==> src/rtl/hd_bitscan_pkg.sv <==
// Shared types for the multi-cycle bit-scan unit: operand modes, FSM states,
// and the result-width helper.
package hd_bitscan_pkg;

  typedef enum logic [1:0] {
    MODE_CLZ    = 2'd0,
    MODE_CTZ    = 2'd1,
    MODE_POPCNT = 2'd2,
    MODE_PARITY = 2'd3
  } mode_t;

  typedef enum logic [1:0] {
    ST_IDLE = 2'd0,
    ST_RUN  = 2'd1,
    ST_DONE = 2'd2
  } state_t;

  // Bits needed to hold any count 0..width inclusive.
  function automatic int cnt_w(input int width);
    return $clog2(width + 1);
  endfunction

endpackage

==> src/rtl/hd_chunk_scan.sv <==
// Combinational scan of one CHUNK-bit slice: leading/trailing zero counts,
// popcount, parity and a nonzero flag.
module hd_chunk_scan
  import hd_bitscan_pkg::*;
#(
  parameter  int CHUNK = 8,
  localparam int SW    = cnt_w(CHUNK)
) (
  input  logic [CHUNK-1:0] i_slice,
  output logic [SW-1:0]    o_lzc,
  output logic [SW-1:0]    o_tzc,
  output logic [SW-1:0]    o_pop,
  output logic             o_par,
  output logic             o_nz
);

  // An all-zero slice reports CHUNK for both zero counts, so the caller can
  // add the count unconditionally.
  always_comb begin
    o_lzc = SW'(CHUNK);
    o_tzc = SW'(CHUNK);
    o_pop = '0;
    for (int i = 0; i < CHUNK; i++) begin
      if (i_slice[i]) o_lzc = SW'(CHUNK - 1 - i);
      o_pop = o_pop + SW'(i_slice[i]);
    end
    for (int i = CHUNK - 1; i >= 0; i--) begin
      if (i_slice[i]) o_tzc = SW'(i);
    end
  end

  assign o_par = ^i_slice;
  assign o_nz  = |i_slice;

endmodule

==> src/rtl/hd_bitscan_seq.sv <==
// Sequential CLZ/CTZ/POPCNT/PARITY engine consuming CHUNK bits per cycle,
// with valid/ready on both sides and early exit for the zero counts.
module hd_bitscan_seq
  import hd_bitscan_pkg::*;
#(
  parameter  int WIDTH = 32,
  parameter  int CHUNK = 8,
  localparam int CNT_W = cnt_w(WIDTH)
) (
  input  logic             clk,
  input  logic             rst_n,
  input  logic             i_in_valid,
  output logic             o_in_ready,
  input  logic [WIDTH-1:0] i_in_data,
  input  logic [1:0]       i_in_mode,
  output logic             o_out_valid,
  input  logic             i_out_ready,
  output logic [CNT_W-1:0] o_out_count,
  output logic             o_out_zero
);

  localparam int NCH = WIDTH / CHUNK;
  localparam int IW  = (NCH > 1) ? $clog2(NCH) : 1;
  localparam int SW  = cnt_w(CHUNK);

  state_t           r_state, w_next;
  mode_t            r_mode;
  logic [WIDTH-1:0] r_sh;
  logic [CNT_W-1:0] r_acc;
  logic [IW-1:0]    r_idx;
  logic             r_nz;

  logic [CHUNK-1:0] w_slice;
  logic [SW-1:0]    w_lzc, w_tzc, w_pop;
  logic             w_par, w_nz, w_clx, w_last, w_stop, w_accept;

  // CLZ walks from the MSB end; every other mode walks from the LSB end.
  assign w_slice  = (r_mode == MODE_CLZ) ? r_sh[WIDTH-1 -: CHUNK] : r_sh[CHUNK-1:0];
  assign w_clx    = (r_mode == MODE_CLZ) || (r_mode == MODE_CTZ);
  assign w_last   = (r_idx == IW'(NCH - 1));
  assign w_stop   = w_clx & w_nz;
  assign w_accept = i_in_valid & (r_state == ST_IDLE);

  hd_chunk_scan #(.CHUNK(CHUNK)) u_scan (
    .i_slice (w_slice),
    .o_lzc   (w_lzc),
    .o_tzc   (w_tzc),
    .o_pop   (w_pop),
    .o_par   (w_par),
    .o_nz    (w_nz)
  );

  always_ff @(posedge clk or negedge rst_n) begin
    if (!rst_n) r_state <= ST_IDLE;
    else        r_state <= w_next;
  end

  always_comb begin
    w_next      = r_state;
    o_in_ready  = 1'b0;
    o_out_valid = 1'b0;
    o_out_count = '0;
    o_out_zero  = 1'b0;
    case (r_state)
      ST_IDLE: begin
        o_in_ready = 1'b1;
        if (i_in_valid) w_next = ST_RUN;
      end
      ST_RUN: begin
        if (w_last || w_stop) w_next = ST_DONE;
      end
      ST_DONE: begin
        o_out_valid = 1'b1;
        o_out_count = r_acc;
        o_out_zero  = ~r_nz;
        if (i_out_ready) w_next = ST_IDLE;
      end
      default: w_next = ST_IDLE;
    endcase
  end

  always_ff @(posedge clk or negedge rst_n) begin
    if (!rst_n) begin
      r_sh   <= '0;
      r_mode <= MODE_CLZ;
      r_acc  <= '0;
      r_idx  <= '0;
      r_nz   <= 1'b0;
    end else if (w_accept) begin
      r_sh   <= i_in_data;
      r_mode <= mode_t'(i_in_mode);
      r_acc  <= '0;
      r_idx  <= '0;
      r_nz   <= 1'b0;
    end else if (r_state == ST_RUN) begin
      r_sh  <= (r_mode == MODE_CLZ) ? (r_sh << CHUNK) : (r_sh >> CHUNK);
      r_idx <= r_idx + IW'(1);
      if (w_nz) r_nz <= 1'b1;
      case (r_mode)
        MODE_CLZ:    r_acc    <= r_acc + CNT_W'(w_lzc);
        MODE_CTZ:    r_acc    <= r_acc + CNT_W'(w_tzc);
        MODE_POPCNT: r_acc    <= r_acc + CNT_W'(w_pop);
        default:     r_acc[0] <= r_acc[0] ^ w_par;
      endcase
    end
  end

endmodule

==> config.mk <==
export PLATFORM = sky130hd
export DESIGN_NAME = hd_bitscan_seq
export DESIGN_NICKNAME = d
export VERILOG_FILES = /design/src/rtl/hd_bitscan_pkg.sv /design/src/rtl/hd_chunk_scan.sv /design/src/rtl/hd_bitscan_seq.sv
export SDC_FILE = /design/constraint.sdc
export NUM_CORES = 1
export LEC_CHECK = 0
export CAP_MARGIN = 10
export CELL_PAD_IN_SITES_DETAIL_PLACEMENT = 1
export CELL_PAD_IN_SITES_GLOBAL_PLACEMENT = 2
export CORE_ASPECT_RATIO = 0.75
export CORE_MARGIN = 2
export CORE_UTILIZATION = 30
export DETAILED_ROUTE_END_ITERATION = 12
export PLACE_DENSITY = 0.85
export SLEW_MARGIN = 30
export SYNTH_ARGS = -nofsm -noshare
export SYNTH_HDL_FRONTEND = slang
export SYNTH_SLANG_ARGS = --single-unit
==> constraint.sdc <==
create_clock -name clk -period 4.4 [get_ports clk]
set_input_delay 1.1 -clock clk [delete_from_list [all_inputs] [get_ports clk]]
set_output_delay 1.1 -clock clk [all_outputs]
set_load 0.02 [all_outputs]
### Word-level counts from Yosys, hierarchy flattened

Index checks and enable logic that the tools add are counted.

| operators by class | value |
|---|---|
| muxes and demuxes | 37 |
| reduce and logical (&&, ||, !) cells | 12 |
| bitwise logic cells | 4 |
| add/subtract/negate cells | 11 |
| equality and inequality tests | 8 |

Operators by type and width:

| operator | number |
|---|---|
| $mux W32 | 3 |
| $mux W4 | 16 |
| $add A4 B1 Y4 | 6 |
| $add A6 B4 Y6 | 3 |
| $mux W6 | 3 |
| $pmux W5 S3 | 1 |
| $mux W2 | 5 |
| $mux W8 | 1 |
| $reduce_or A8 Y1 | 1 |
| $reduce_xor A8 Y1 | 1 |
| $eq A2 B2 Y1 const B | 3 |
| $mux W1 | 6 |
| $ne A2 B2 Y1 const B | 3 |
| $pmux W2 S3 | 1 |
| $eq A2 B1 Y1 const B | 2 |
| $logic_not A2 Y1 | 2 |
| $reduce_and A2 Y1 | 2 |
| $reduce_bool A2 Y1 | 2 |
| $reduce_bool A4 Y1 | 1 |
| $pmux W1 S3 | 1 |
| $reduce_and A3 Y1 | 1 |
| $add A1 B1 Y2 | 1 |
| $add A2 B1 Y2 const B | 1 |
| $and A1 B1 Y1 | 2 |
| 3 further kinds | 4 |

| storage, ports and cells | value |
|---|---|
| logic and storage cells | 79 |
| register bits after elaboration | 45 |
| output and inout bits | 9 |

### Longest topological paths before layout

| logic depth | value |
|---|---|
| depth in word-level cells | 14 |
| mapped depth | 19 |
| mapped depth without buffers | 18 |

### Hierarchy

A second synthesis with hierarchy kept.

| second synthesis, totals | value |
|---|---|
| cell total of the unflattened synthesis | 398 |
| area, all modules | 3404.5 um^2 |

By module, submodules not included:

| module | area an instance (um^2) | times used | sequential area each (um^2) | cells an instance |
|---|---|---|---|---|
| hd_bitscan_seq | 2979.1 | 1 | 1126.1 | 344 |
| hd_chunk_scan | 425.4 | 1 | 0.0 | 54 |

### Worst setup path after synthesis

Ideal clock, no wire load.

| timing | value |
|---|---|
| path kind | register to register |
| start point | reg r_mode[0] |
| end point | reg r_acc[5] |
| setup time | 0.125 ns |
| required time | 4.275 ns |
| path slack | -0.306 ns |
| data arrival time | 4.581 ns |
| cell stages (with the launch flop) | 19 |
| clock period less this slack | 4.706 ns |
| cell sequence | dfrtp_1 > inv_1 > ha_1 > buf_6 > buf_6 > mux2i_1 > ha_1 > inv_1 > fa_1 > fa_1 > fa_1 > fa_1 > xnor2_1 > ha_1 > and3_1 > a221o_1 > mux2i_1 > a311oi_1 > o21ai_1 |

| on the way | value |
|---|---|
| cells in the longest elaborated chain, start to end | 14 |
| elaborated cells between the ends (all ways) | 35 |
| those cells by class | add/sub (10); eq/ne (2); mux (20); reduce/logical (3) |

Ends and longest elaborated chain:

| item | RTL line | source |
|---|---|---|
| from (decl) | hd_bitscan_seq.sv:27 | `mode_t r_mode;` |
| from (signal assigned) | hd_bitscan_seq.sv:91 | `r_mode <= mode_t'(i_in_mode);` |
| branches (longest 14 deep; another with $add A6 B4 Y6) | n/a |  |
| to (signal assigned) | hd_bitscan_seq.sv:100 | `MODE_CLZ: r_acc <= r_acc + CNT_W'(w_lzc);` |
| to (signal assigned) | hd_bitscan_seq.sv:101 | `MODE_CTZ: r_acc <= r_acc + CNT_W'(w_tzc);` |
| to (signal assigned) | hd_bitscan_seq.sv:102 | `MODE_POPCNT: r_acc <= r_acc + CNT_W'(w_pop);` |
| to (decl) | hd_bitscan_seq.sv:29 | `logic [CNT_W-1:0] r_acc;` |

Parallel ways; which one is timed is not known. The select of a mux whose other input is x is not followed.
A chain may end at the register's enable or synchronous reset.

### Worst setup path in the final report

| timing | value |
|---|---|
| start point | reg r_mode[1] |
| end point | reg r_acc[5] |

The elaborated chain is that of the path after synthesis.

==> results.rst <==
.. list-table::
   :header-rows: 1

   * - Metric
     - Value
   * - Number of library cell types mapped by synthesis
     - 43
   * - Antenna-violating nets left
     - 0
   * - Die area
     - around 12000 um2
   * - Clock tree from TritonCTS
     - done
   * - Number of placed I/O pins
     - 47
   * - Number of warning messages in the yosys log
     - 0
   * - Run status
     - finished with violations
   * - Antenna Diode Count
     - 0
   * - Post-Syn Instances
     - 404
   * - Endpoint type of the worst setup path
     - flip-flop
   * - Detailed-route vias per instance
     - 5.16
   * - Worst hold start
     - r_idx[0]
   * - Num rows
     - 33
   * - All-Layer GR Usage
     - about 17%
   * - Clock tree sinks
     - 45
   * - Proportion of netlist area held by the largest area contributor
     - approximately 33%
   * - Number of enable-type register cells in the synthesized netlist
     - 0
   * - Number of fill cells in the layout
     - 1300
   * - Leading register cell type out of synthesis
     - dfrtp_1
   * - Final period utilization
     - 101%
   * - Input/output buffers
     - 46
   * - Clock buffer count from CTS
     - 5
   * - Proportion of synthesized chip area in sequential cells
     - 32.7%
   * - Final-report max-slew violation count
     - 0
   * - Insertion delay to the later sink of the worst-skew pair
     - ~290 ps
   * - Relative slew slack
     - between 50 and 60%
   * - DIE HEIGHT
     - 96.7 um
   * - Minimum clock period after layout
     - ~4400 ps
   * - Area of the mapped netlist
     - between 3000 and 4000 um2
   * - Routability Congestion
     - slightly above 0.9
   * - Worst hold path class
     - flip-flop to flip-flop
   * - DRT Pass-1 Iters
     - 5
   * - Setup-violating endpoint count in the final report
     - 1
   * - Pin count of the biggest net entering global routing
     - between 60 and 70
   * - Maximum clock frequency
     - between 200 and 250 MHz
   * - Violations in the final reports
     - negative setup slack
   * - Reported max-cap violation count
     - 0
   * - Total of flip-flops plus latches after synthesis
     - 45
   * - Unrepaired setup endpoints after global routing
     - true
   * - Mean post-synth cell area
     - 8.52 um2
   * - Data arrival, critical path
     - around 4600 ps
   * - Startpoint of the worst register-to-register path
     - r_mode[1]
   * - Library cell with the largest summed area after synthesis
     - dfrtp_1
   * - Starting utilization of the core area
     - between 30% and 40%
   * - Pre-CTS setup slack
     - -182 ps
   * - Hold Vio Cnt, Final
     - 0
   * - Global-route wire length before repair
     - 17100 um
   * - Nets in the synthesized netlist
     - 475
   * - Remaining DRCs
     - 0
   * - Iter 0 DRT Violations
     - between 100 and 150
   * - Die Span X
     - 128 um
   * - Overflow after GRT
     - 0
   * - Type of element launching the critical path
     - flip-flop
   * - Placed Instances
     - ~590
   * - Largest clock skew in the final design
     - ~4.8 ps
   * - Crit-path max FO
     - 5
   * - Detailed Route WL
     - between 10000 and 15000 um
   * - Clock transition at the registers of the reported paths
     - 70 ps
   * - DP HPWL
     - around 7700 um
   * - Classification of the worst setup path
     - flip-flop to flip-flop
   * - Number of antenna violations at the first check in global routing
     - 0
   * - Count of vias placed by the detailed router
     - a little over 3000
   * - Clock Root Buffer
     - clkbuf_16
   * - Fraction of layout cells with a size suffix above 1
     - approximately 14%
   * - Final worst-path setup slack
     - -28.9 ps
   * - Asr flop ratio synth
     - 100%
   * - Number of nets at the end of the flow
     - approximately 530
   * - Number of H-tree levels
     - 2
   * - Largest buffer count on any clock path
     - 2
   * - Via count of the first global-routing pass
     - 3380
   * - Tightest Pin Transition
     - between 600 and 700 ps
   * - Required time at the endpoint of the critical path
     - 4570 ps
   * - Syn-to-layout area delta
     - 28.5%
   * - Detail-routed net length per standard cell
     - around 17 um
   * - Final instance count without filler cells
     - 604
   * - Worst setup path startpoint
     - r_mode[1]
   * - Largest cells by area after synthesis
     - dfrtp_1, ha_1, mux2i_1
   * - Area of the core
     - about 11000 um2
==> stage by stage <==
step	utilization, %	hold slack [ps]	cell area, um2	TNS, ps
after global routing	40.0	547	4420	-420
after floorplan	-	463	3470	-169
after detailed placement	37.4	499	4140	-379
after global placement	37.3	489	4130	-11.3
final	40.0	517	4420	-28.9
after CTS	39.4	522	4360	0
==> layout by cell type, fill, tap and decap left out, drive strengths merged, types with 2 or more instances in the layout <==
cell type	instances
o21ai	38
a21o	7
ha	26
buf	31
a221oi	3
a211oi	2
xnor2	9
and3	5
nor2b	3
dfrtp	45
o31ai	4
nand3	12
nor3b	9
nand2	45
a21oi	35
nand3b	2
nor3	3
fa	7
a221o	2
inv	21
mux2i	23
a31oi	8
clkbuf	7
nor4b	2
mux2	4
xor2	3
and2	6
nand2b	2
nor2	44
o21a	2
clkdlybuf4s50	45
==> worst max-delay path: stages (launching register included) <==
cell,delay [ps]
dfrtp_1,390
inv_2,90
ha_4,150
buf_6,130
mux2i_4,260
ha_4,240
inv_2,50
fa_1,420
fa_1,460
fa_2,370
fa_2,360
xnor2_2,140
ha_1,300
and3_1,190
a221o_1,330
mux2i_1,120
a311oi_1,240
o21ai_1,90
==> logic make-up (layout without fill, tap and decap cells) <==
| logic type | Yosys count | count (layout) | synth area share (%) |
|---|---|---|---|
| buffers and inverters | 45 | 105 | 6.40 |
| AO/OA/AOI/OAI | 106 | 106 | 18.0 |
| XOR/XNOR | 12 | 12 | 3.05 |
| adder cells (fa/ha/maj) | 33 | 33 | 13.5 |
| AND/OR/NAND/NOR | 136 | 136 | 18.3 |
| multiplexers | 27 | 27 | 8.00 |
| flip-flops | 45 | 45 | 32.7 |
==> layout make-up <==
type,instances,area (um2),area share (%)
Clock inverter,1,7.51,0.170
Tap cell,140,175,3.96
Clock buffer,7,133,3.00
Timing Repair Buffer,76,687,15.5
Inverter,21,78.8,1.78
Multi-Input combinational cell,314,2210,50.1
Sequential cell,45,1130,25.5
==> worst paths after layout <==
path | endpoint | slack, ps | cells past startpoint
worst max-delay path | r_acc[5] | -30 | 17
worst min-delay path | r_idx[0] | 520 | 1
worst max register to register | r_acc[5] | -30 | 17
worst min register to register | r_idx[0] | 520 | 1
max in group asynchronous | r_sh[16] | 3160 | 1
min in group asynchronous | r_sh[14] | 830 | 1
==> flip-flops by register name (all words and copies together), names as in the netlist <==
register,count
r_acc,6
r_idx,2
r_mode,2
r_nz,1
r_sh,32
r_state,2
==> synthesized netlist by cell type, types with 2 or more instances <==
library cell / instances
nor4b_1: 2
o31ai_1: 4
buf_2: 4
o21a_1: 2
nor3_1: 3
nor2_1: 44
and2_1: 6
nor3b_1: 9
ha_1: 26
xnor2_1: 9
xor2_1: 3
a21o_1: 6
a211oi_1: 2
mux2i_1: 23
inv_1: 21
and3_1: 5
nor2b_1: 3
nand3b_1: 2
clkbuf_1: 15
dfrtp_1: 45
fa_1: 7
mux2_2: 4
buf_4: 2
nand2b_1: 2
a21oi_1: 35
a221oi_1: 3
nand2_1: 45
o21ai_0: 37
buf_6: 2
a221o_1: 2
nand3_1: 12
a31oi_1: 8
==> repair_timing <==
| action | CTS | global route |
|---|---|---|
| buffers inserted | 5 | 2 |
| hold buffers | 0 | 0 |
| resized for setup | 11 | 9 |
| pin swaps | 3 | 0 |
| endpoints found under the setup margin | 4 | 4 |
==> layer usage <==
layer	wire, um	global-route usage, %	vias to the layer above
met1	5130	23.9	1536
met5	0	0	-
met2	4880	28.6	47
met3	300	2.05	13
li1	-	-	1519
met4	155	4.90	0
Power is left out: the tool's default activity adds up to more than one toggle a clock period on the data nets, which glitch-free logic cannot reach.
